## config.mk

```make
export PLATFORM = sky130hd
export DESIGN_NAME = mul_pipe_approx
export DESIGN_NICKNAME = d
export VERILOG_FILES = /design/src/rtl/mul_pipe_approx.sv
export SDC_FILE = /design/constraint.sdc
export NUM_CORES = 1
export LEC_CHECK = 0
export ABC_CLOCK_PERIOD_IN_PS = 2000
export BUFFER_PORTS_ARGS = -buffer_cell sky130_fd_sc_hd__buf_2
export CORE_UTILIZATION = 55
export CTS_CLUSTER_DIAMETER = 100
export CTS_CLUSTER_SIZE = 40
export DETAILED_ROUTE_END_ITERATION = 8
export GPL_ROUTABILITY_DRIVEN = 0
export PLACE_DENSITY = 0.77
export SETUP_SLACK_MARGIN = 0.2
export SYNTH_ARGS = -nofsm -noshare
export SYNTH_HDL_FRONTEND = slang
export SYNTH_SLANG_ARGS = --single-unit
```

## constraint.sdc

```tcl
create_clock -name clk -period 2 [get_ports clk]
set_clock_uncertainty 0.05 [all_clocks]
set_input_delay 0.1 -clock clk [delete_from_list [all_inputs] [get_ports clk]]
set_output_delay 0.1 -clock clk [all_outputs]
set_load 0.03 [all_outputs]
```

## src/rtl/mul_pipe_approx.sv

```systemverilog
// Pipelined unsigned multiplier with valid/ready handshake and per-transaction truncated mode.
// Optional MUL_ERR_STATS_EN adds hand-off count and accumulated truncation-error outputs.
module mul_pipe_approx #(
    parameter int unsigned WIDTH      = 8,
    parameter int unsigned STAGES     = 3,
    parameter int unsigned TRUNC_COLS = 4
) (
    input  logic               clk,
    input  logic               rst_n,
    input  logic               in_valid,
    output logic               in_ready,
    input  logic [WIDTH-1:0]   a,
    input  logic [WIDTH-1:0]   b,
    input  logic               approx,
    output logic               out_valid,
    input  logic               out_ready,
    output logic [2*WIDTH-1:0] result,
    output logic               result_approx
`ifdef MUL_ERR_STATS_EN
    ,
    output logic [31:0]         stat_count,
    output logic [2*WIDTH+15:0] stat_err_sum
`endif
);

    localparam int unsigned PW    = 2 * WIDTH;
    localparam int unsigned HALF  = WIDTH / 2;
    localparam int unsigned LAST  = STAGES - 1;
    localparam bit          SPLIT = (STAGES > 1);

    logic              stall;
    logic [PW-1:0]     col_mask_c;
    logic [PW-1:0]     row_c;
    logic [PW-1:0]     lo_sum_c;
    logic [PW-1:0]     hi_sum_c;
    logic [STAGES-1:0] s_valid;
    logic [STAGES-1:0] s_apx;
    logic [PW-1:0]     s_sum [STAGES];
    logic [PW-1:0]     s_part;

    assign stall         = s_valid[LAST] && !out_ready;
    assign in_ready      = !stall;
    assign out_valid     = s_valid[LAST];
    assign result        = s_sum[LAST];
    assign result_approx = s_apx[LAST];

    // Row j holds pp[i][j] at column i+j; truncation clears every column below TRUNC_COLS.
    always_comb begin
        col_mask_c = '0;
        row_c      = '0;
        lo_sum_c   = '0;
        hi_sum_c   = '0;
        for (int unsigned c = 0; c < PW; c++) begin
            col_mask_c[c] = (c >= TRUNC_COLS) || !approx;
        end
        for (int unsigned j = 0; j < WIDTH; j++) begin
            row_c = b[j] ? (PW'(a) << j) : '0;
            row_c = row_c & col_mask_c;
            if (j < HALF) begin
                lo_sum_c = lo_sum_c + row_c;
            end else begin
                hi_sum_c = hi_sum_c + row_c;
            end
        end
    end

    // Stage 0 registers two half-row partial sums, stage 1 merges them, later stages delay.
    always_ff @(posedge clk or negedge rst_n) begin
        if (!rst_n) begin
            s_valid <= '0;
            s_apx   <= '0;
            s_part  <= '0;
            for (int unsigned k = 0; k < STAGES; k++) begin
                s_sum[k] <= '0;
            end
        end else if (!stall) begin
            s_valid[0] <= in_valid;
            if (in_valid) begin
                s_apx[0] <= approx;
                if (SPLIT) begin
                    s_sum[0] <= lo_sum_c;
                    s_part   <= hi_sum_c;
                end else begin
                    s_sum[0] <= lo_sum_c + hi_sum_c;
                end
            end
            for (int unsigned k = 1; k < STAGES; k++) begin
                s_valid[k] <= s_valid[k-1];
                if (s_valid[k-1]) begin
                    s_apx[k] <= s_apx[k-1];
                    s_sum[k] <= (k == 1) ? (s_sum[0] + s_part) : s_sum[k-1];
                end
            end
        end
    end

`ifdef MUL_ERR_STATS_EN
    localparam int unsigned SW  = PW + 16;
    localparam int unsigned SW1 = SW + 1;

    logic [PW-1:0]  s_exact [STAGES];
    logic [PW-1:0]  err_c;
    logic [SW1-1:0] err_sum_c;

    // Exact shadow product travels in lock-step with the datapath.
    always_ff @(posedge clk or negedge rst_n) begin
        if (!rst_n) begin
            for (int unsigned k = 0; k < STAGES; k++) begin
                s_exact[k] <= '0;
            end
        end else if (!stall) begin
            if (in_valid) begin
                s_exact[0] <= PW'(a) * PW'(b);
            end
            for (int unsigned k = 1; k < STAGES; k++) begin
                if (s_valid[k-1]) begin
                    s_exact[k] <= s_exact[k-1];
                end
            end
        end
    end

    always_comb begin
        err_c     = s_exact[LAST] - s_sum[LAST];
        err_sum_c = {1'b0, stat_err_sum} + SW1'(err_c);
    end

    // Saturating statistics, updated on each result hand-off.
    always_ff @(posedge clk or negedge rst_n) begin
        if (!rst_n) begin
            stat_count   <= '0;
            stat_err_sum <= '0;
        end else if (out_valid && out_ready) begin
            if (stat_count != '1) begin
                stat_count <= stat_count + 32'd1;
            end
            stat_err_sum <= err_sum_c[SW] ? '1 : err_sum_c[SW-1:0];
        end
    end
`endif

endmodule
```

Word-level counts from Yosys, hierarchy flattened
Index checks and enable logic that the tools add are counted.

Word-level logic and storage cells: 39. Flip-flop bits (word level): 70. Input port bits: 21. Output and inout port bits: 19.

Mux-type cells: 8. Reductions and logical operators: 7. Bitwise gates (word level): 9. $add $sub $neg: 7.

Operator list (number): 16-bit adder (7); 10-bit by 16-bit AND with 16-bit output (1); 11-bit by 16-bit AND with 16-bit output (1); 12-bit by 16-bit AND with 16-bit output (1); 13-bit by 16-bit AND with 16-bit output (1); 14-bit by 16-bit AND with 16-bit output (1); 15-bit by 16-bit AND with 16-bit output (1); 8-bit by 16-bit AND with 16-bit output (1); 9-bit by 16-bit AND with 16-bit output (1); 15-bit two-way mux (1); 14-bit two-way mux (1); 13-bit two-way mux (1); 12-bit two-way mux (1); 11-bit two-way mux (1); 10-bit two-way mux (1); 9-bit two-way mux (1); 8-bit two-way mux (1); 2-bit AND reduction (3); 1-bit zero test (3); 1-bit logical AND (1); 1-bit NOT (1).

Logic depth before layout (Yosys ltp)
Gate-level depths: netlist of the first run.

Depth after elaboration: 5. Gate-level depth with buffers: 15. Depth with buffers taken out: 15.

Worst setup path after synthesis of the first run
OpenSTA, ideal clock, no wires.

Kind: input to register. Start point: input port b[7]. End point: register s_part[15]. Path slack: -1.247 ns. Data arrival time: 3.068 ns. Buffers on the path: 0. Required time: 1.820 ns. Stages: 13. Library setup time: 0.130 ns. Path through: and2_1 fa_1 inv_1 fa_1 inv_1 ha_1 fa_1 a21oi_2 o21ai_1 or4_1 a31oi_2 xor2_1 o21ai_1.

Longest elaborated chain between the ends: 3.

Ends and longest elaborated chain: from (decl) (line 13) `input logic [WIDTH-1:0] b,`; 15-bit two-way mux (line 57) `row_c = b[j] ? (PW'(a) << j) : '0;`; 15-bit by 16-bit AND with 16-bit output (line 58) `row_c = row_c & col_mask_c;`; 16-bit adder (line 62) `hi_sum_c = hi_sum_c + row_c;`; to (signal assigned) (line 82) `s_part <= hi_sum_c;`; to (decl) (line 39) `logic [PW-1:0] s_part;`.

Every way passes these cells. A chain may end at the register's enable or synchronous reset.

Worst setup path in the final report of the first run
Start point: input port a[3]. End point: register s_part[15].

Longest elaborated chain between the ends: 5. Elaborated cells between the ends (all ways): 11. Those cells by class: add/sub (3); mux (4); bitwise (4).

Ends and longest elaborated chain: from (decl) (line 12) `input logic [WIDTH-1:0] a,`; 12-bit two-way mux or 13-bit two-way mux (tied branches) (line 57); 12-bit by 16-bit AND with 16-bit output or 13-bit by 16-bit AND with 16-bit output (tied branches) (line 58); 16-bit adder (2 in a row) (line 62); 16-bit adder * (line 62).

Every way passes the cells marked *; elsewhere a longest branch is shown, timed or not.

==> flow_summary_export.csv, run 1 <==
group,metric,value,unit
outcome,status,"finished, violations left",
cts,clockBufferDepth,2,
setup_path,reg2reg_from,"s_part[4]$_DFFE_PN0P_",
cts,cts_tree,"yes",
route,antenna_left,0,
cts,clockRootBuffer,"clkbuf_8",
global_routing,antenna_found_initial,0,
cells_and_area,multi_input_area,0.003035,mm²
setup_path,crit_path_end,"s_part[15]$_DFFE_PN0P_",
setup_path,critPathMostFrequentCell,"fa_1",
floorplanning,core-area,0.007888,mm²
route,drt-pass1-iter-count,4,
pwr,leakagePower,3.016,nW
setup_path,crit_chain,"buf_6 > and2_4 > fa_1 > inv_1 > fa_1 > inv_2 > ha_4 > fa_2 > a21oi_2 > o21ai_2 > or4_1 > a31oi_2 > xor2_1 > o21ai_1",
cells_and_area,n_antenna_cell,0,
floorplanning,dieArea,0.008721,mm²
sta,finalCriticalPeriod,2988,ps
setup_path,crit_type,"in -> reg",
floorplanning,fp.dieW,93.39,µm
floorplanning,initial_core_util,58.23,%
cts,clkSinkCount,63,
setup_path,cp.arrival,3170,ps
yosys,synth_nets,551,
yosys,synth_edf_count,0,
global_routing,grt_usage,24.58,%
cells_and_area,design_area,0.006051,mm²
cts,cts_buffers,9,
sta,slew_violations,0,
global_routing,grt_max_degree,29,
sta,max_freq,0.3347,GHz
job,drv_cap,0,
route,drc,0,
yosys,ys_seq_area_share,34.32,%
setup_path,cp.depth,14,
pwr,ir_drop,497.8,µV
setup_path,worstSetupStartpointType,"input pin",
cells_and_area,nets,655,
setup_path,critPathCaptureType,"flip-flop",
floorplanning,io_pins,40,
setup_path,r2r_end,"s_sum[30]$_DFFE_PN0P_",
yosys,yosys_register_bits,63,
cells_and_area,drive_gt1_share,42.09,%
outcome,violations,"setup timing",
route,post_drt_wl_per_cell,15.17,µm
sta,hold_viol_final,0,
cells_and_area,utilization,76.71,%
route,drt_iter0_markers,162,
sta,finalSetupViolCount,18,
min_path,hp-class,"in -> async",
yosys,syn-cell-area,0.004593,mm²
cells_and_area,register_area,0.001577,mm²
yosys,synth_area_per_cell,9.857,µm²
floorplanning,num_rows,32,
sta,relSlewSlack,67.74,%
sta,min_period_over_period,149.4,%
setup_path,worstPathMaxFanout,2,
cts,clk_latency,340,ps
route,routed_wl,10270,µm
placed_design,hpwl,7333,µm
cells_and_area,fillCellCount,522,
yosys,syn_inst,466,
cells_and_area,area_growth,31.74,%
setup_path,critPathRequiredTime,2180,ps
setup_path,cpPeakStageDelay,540,ps
sta,rsz0062_at_grt,"yes",
pwr,total_power,7.054,mW
sta,setup_ws,-988.1,ps
global_routing,grt_pass1_vias,3687,
global_routing,grt_pass1_wl,16500,µm
floorplanning,chipHeight,93.39,µm
setup_path,cpMaxStageDelayCell,"fa_1",
cts,clkTransAtPathRegs,70,ps
setup_path,critical-path-top-delay-family,"adder cells",
placed_design,port_buffers,39,
placed_design,dpl_cell_area,0.005366,mm²
setup_path,crit_start,"a[3]",
cts,h-tree-depth,3,
yosys,ys_warn_count,0,
route,vias,3616,
yosys,synthArstFlopShare,100.0,%
yosys,synth_flop_cell,"dfrtp_1",
setup_path,path_buf_inv,3,
global_routing,grt.overflow.total,0,
pwr,powerDensity,1166,mW/mm²
route,vias_per_cell,5.341,
setup_path,reg2reg_slack,-70,ps
yosys,synth_cell_types,38,
setup_path,worstRegToRegCells,9,
sta,tightest_slew,482.7,ps
[report_power, final]
part | internal, mW | switching [mW] | leakage (nW)
clock network | 0.839 | 0.477 | 0.123
logic | 1.72 | 1.93 | 2.10
registers | 1.79 | 0.304 | 0.790
[cell usage after synthesis, types with 3 or more instances]
library cell,number,area [µm²]
buf_4,16,120.1
dfrtp_1,63,1577
a21oi_1,9,45.04
nand2_1,69,259.0
fa_1,27,540.5
o21a_1,5,37.54
a211oi_1,7,52.55
nand2b_1,7,43.79
and2_1,34,212.7
a21o_1,6,45.04
xnor2_1,9,78.83
mux2_2,31,349.1
o31ai_1,5,37.54
nor3_1,3,15.01
o21ai_1,6,30.03
o21ai_0,31,155.2
xor2_1,8,70.07
inv_1,50,187.7
nor2_1,9,33.78
buf_2,4,20.02
clkbuf_1,6,22.52
nor2b_1,6,37.54
ha_1,37,462.9
[layout by cell type, fill, tap and decap left out, types with 3 or more instances in the layout]
master	n
buf_4	66
dfrtp_1	63
fa_2	4
fa_1	23
a21oi_1	4
nor2_1	6
inv_1	41
a21oi_2	5
a211oi_2	4
nor2b_2	3
buf_6	16
and2_4	8
clkbuf_8	13
nand2_1	67
xnor2_1	7
o21ai_2	9
ha_4	10
and2_1	25
o21ai_1	18
ha_1	25
nor2_2	3
o21ai_0	10
mux2_4	4
o31ai_2	3
o21a_1	5
nand2b_1	6
xor2_1	8
mux2_2	27
buf_2	35
inv_2	9
a21o_1	6
[how the worst min path moves through the flow]
| stage | to | from | slack [ps] | cells past startpoint |
|---|---|---|---|---|
| final | s_sum[19]$_DFFE_PN0P_ | rst_n | 120 | 2 |
| after global routing | s_apx[0]$_DFFE_PN0P_ | approx | 110 | 3 |
| after CTS | s_apx[0]$_DFFE_PN0P_ | approx | 120 | 3 |
| after detailed placement | result[3]$_DFFE_PN0P_ | rst_n | -50 | 1 |
| after global placement | result[3]$_DFFE_PN0P_ | rst_n | -50 | 1 |
| after floorplan | result[0]$_DFFE_PN0P_ | rst_n | -250 | 0 |
[sequential cells by signal, indices dropped and copies added, names as in the netlist]
register and flops:
s_apx 3, s_sum 29, s_valid 3, s_part 12, result 16
[cell type report]
| cell class | count | area share (%) |
|---|---|---|
| multi-input combinational | 327 | 50.17 |
| clock buffer | 14 | 3.019 |
| timing repair buffer | 119 | 14.56 |
| sequential | 63 | 26.05 |
| inverter | 50 | 3.102 |
| tap | 102 | 2.109 |
| clock inverter | 2 | 0.9926 |
[timing repair]
| item | CTS | global route |
|---|---|---|
| gates resized for setup | 57 | 23 |
| hold endpoints to repair | 49 | 0 |
| endpoints found under the setup margin | 24 | 29 |
| hold buffers | 1 | 0 |
| pin swaps | 28 | 24 |
| buffers inserted | 16 | 7 |
[cells by family after synthesis]
group | after synthesis | synth area share (%)
buf+inv | 76 | 7.627
fa+ha+maj | 64 | 21.85
compound gates | 82 | 11.44
flops | 63 | 34.32
mux | 31 | 7.600
xor+xnor | 17 | 3.242
simple gates | 133 | 13.92
[per-layer routing]
layer / vias to the layer above / track usage (%) / part of all wire, %
li1: 1732 / - / -
met1: 1754 / 28.52 / 42
met2: 99 / 44.24 / 51
met3: 31 / 4.634 / 3.4
met4: 0 / 10.38 / 3.4
met5: - / 0 / 0
[per-stage QoR]
step                      hold slack [ps]  worst slack (ps)  TNS [ps]  instances
after floorplan                    -245.6             -1084     -8825        466
after global placement             -51.91             -1240    -14730        637
after detailed placement           -46.05             -1349    -15780        637
after CTS                           116.9            -935.3     -8980        670
after global routing                113.0             -1066    -11780        677
final                               118.5            -988.1    -10290        677
Note: power is estimated with default switching activity, not from simulation.
==> run 2, diff against run 1 <==
- CORE_UTILIZATION: 55 -> 56
- CTS_BUF_LIST: unset -> sky130_fd_sc_hd__clkbuf_4
- PLACE_DENSITY: 0.77 -> 0.79
==> flow_summary_export.csv, run 2 (same netlist as run 1, synthesis figures left out) <==
group,metric,value,unit
cts,cts_tree,"yes",
setup_path,cpPeakStageDelay,520,ps
setup_path,crit_path_end,"s_part[15]$_DFFE_PN0P_",
floorplanning,initial_core_util,58.53,%
setup_path,crit_chain,"buf_6 > and2_4 > fa_1 > inv_1 > fa_1 > inv_2 > ha_4 > fa_2 > a21oi_2 > o21ai_2 > or4_4 > a31oi_2 > xor2_1 > o21ai_1",
pwr,switchingPower,2.675,mW
global_routing,grt_pass1_wl,15970,µm
sta,relSlewSlack,62.75,%
sta,max_freq,0.3605,GHz
global_routing,grt.overflow.total,0,
cells_and_area,stdcell_count,674,
placed_design,dp_slack,-1345,ps
cts,h-tree-depth,3,
route,vias_per_cell,5.257,
pwr,p_clk_share,14.6,%
floorplanning,io_pins,40,
setup_path,path_buf_inv,3,
pwr,power.share.sequential,31.2,%
cts,clkSinkCount,63,
setup_path,critical-path-top-delay-family,"adder cells",
min_path,hp-class,"in -> reg",
cells_and_area,most-common-layout-cells,"nand2_1, dfrtp_1, buf_4, inv_1, buf_2",
route,post_drt_wl_per_cell,14.39,µm
floorplanning,chipHeight,92.57,µm
cts,clk_latency,420,ps
setup_path,reg2reg_slack,-70,ps
placed_design,port_buffers,39,
cts,cts_buffers,9,
cts,clkTransAtPathRegs,120,ps
sta,finalCriticalPeriod,2774,ps
route,routed_wl,9697,µm
floorplanning,core-area,0.007848,mm²
global_routing,antenna_found_initial,0,
outcome,violations,"setup timing",
setup_path,worstSetupStartpointType,"input pin",
sta,setup_ws,-774.1,ps
pwr,total_power,6.707,mW
cells_and_area,regMostFlops,"s_sum",
route,drc,0,
sta,rsz0062_at_grt,"yes",
setup_path,cp.arrival,3020,ps
route,drt_iter0_markers,190,
cells_and_area,largest_reg_flops,29,
job,drv_cap,0,
cells_and_area,n_antenna_cell,0,
cells_and_area,drive_gt1_share,41.61,%
setup_path,crit_type,"in -> reg",
min_path,hp-start,"in_valid",
cells_and_area,nets,652,
pwr,powerDensity,1114,mW/mm²
outcome,status,"finished, violations left",
route,antenna_left,0,
setup_path,cp.depth,14,
placed_design,dpl_cell_area,0.005399,mm²
setup_path,worstRegToRegCells,9,
cts,clockBufferDepth,2,
global_routing,grt_pass1_vias,3639,
cells_and_area,area_growth,31.08,%
setup_path,critPathMostFrequentCell,"fa_1",
setup_path,crit_start,"a[3]",
setup_path,r2r_end,"s_sum[30]$_DFFE_PN0P_",
floorplanning,dieArea,0.008568,mm²
placed_design,dp_cells,638,
setup_path,reg2reg_from,"s_part[4]$_DFFE_PN0P_",
setup_path,worstPathMaxFanout,2,
sta,finalSetupViolCount,18,
cts,clockRootBuffer,"clkbuf_4",
setup_path,critPathRequiredTime,2250,ps
cells_and_area,fillCellCount,507,
route,drt-pass1-iter-count,4,
pwr,leakagePower,2.965,nW
global_routing,grt_max_degree,40,
sta,slew_violations,0,
pwr,power.internal,4.032,mW
route,vias,3543,
global_routing,grt_usage,23.86,%
pwr,p_sw_share,39.88,%
placed_design,hpwl,7121,µm
sta,tightest_slew,558.8,ps
pwr,pwr-share-comb,54.2,%
cells_and_area,design_area,0.006021,mm²
cells_and_area,layout_commonest_cell,"nand2_1",
floorplanning,fp.dieW,92.57,µm
sta,hold_viol_final,0,
floorplanning,num_rows,32,
setup_path,critPathCaptureType,"flip-flop",
sta,min_period_over_period,138.7,%
pwr,ir_drop,485.4,µV
setup_path,cpMaxStageDelayCell,"fa_1",
[run 2: per-layer routing]
metal | vias up | GRT usage [%] | wire length [µm]
met3 | 21 | 3.448 | 254
met2 | 66 | 43.58 | 5138
met5 | - | 0 | 0
li1 | 1739 | - | -
met1 | 1717 | 27.21 | 4076
met4 | 0 | 11.46 | 228
[run 2: metrics by stage]
step / setup TNS (ps) / hold WS [ps] / util, %
final: -7296 / 89.69 / 76.72
after global placement: -14840 / 62.66 / 68.80
after CTS: -7032 / 70.68 / 75.05
after detailed placement: -16060 / 66.45 / 68.80
after floorplan: -8825 / -245.6 / -
after global routing: -8845 / 125.3 / 76.72
[run 2: repair_timing]
item / CTS / global route
hold buffers: 1 / 0
buffers inserted: 14 / 5
resized for setup: 61 / 21
setup endpoints to repair: 25 / 26
pin swaps: 46 / 26
endpoints found under the hold margin: 24 / 0
[run 2: worst min-delay path: cells and delay by family]
kind / cells / cell delay [ps]
buf+inv: 2 / 250
compound gates: 1 / 90
simple gates: 1 / 70
[run 2: worst min path at each step]
stage                                        end  slack (ps)  cells past startpoint
after floorplan            result[0]$_DFFE_PN0P_        -250                      0
after global placement    s_valid[2]$_DFFE_PN0N_          60                      1
after detailed placement  s_valid[2]$_DFFE_PN0N_          70                      1
after CTS                 s_valid[2]$_DFFE_PN0N_          70                      3
after global routing      s_valid[0]$_DFFE_PN0N_         130                      4
final                     s_valid[0]$_DFFE_PN0N_          90                      4
[run 2: power by group through the flow]
stage                     logic (mW)  clock network (mW)  registers (mW)
final                           3.64               0.980            2.09
after global routing            3.96                1.04            2.15
after CTS                       3.36               0.995            2.09
after detailed placement        2.99                   0            2.10
after global placement          2.88                   0            2.06
after floorplan                 2.39                   0            2.04
[run 2: cell type report]
cell class	instances	area, µm²	share of cell area, %
Clock buffer	9	67.56	1.122
Clock inverter	7	97.59	1.621
Inverter	50	187.7	3.117
Multi-Input combinational cell	327	3059	50.81
Sequential cell	63	1577	26.18
Tap cell	102	127.6	2.120
Timing Repair Buffer	116	904.6	15.02
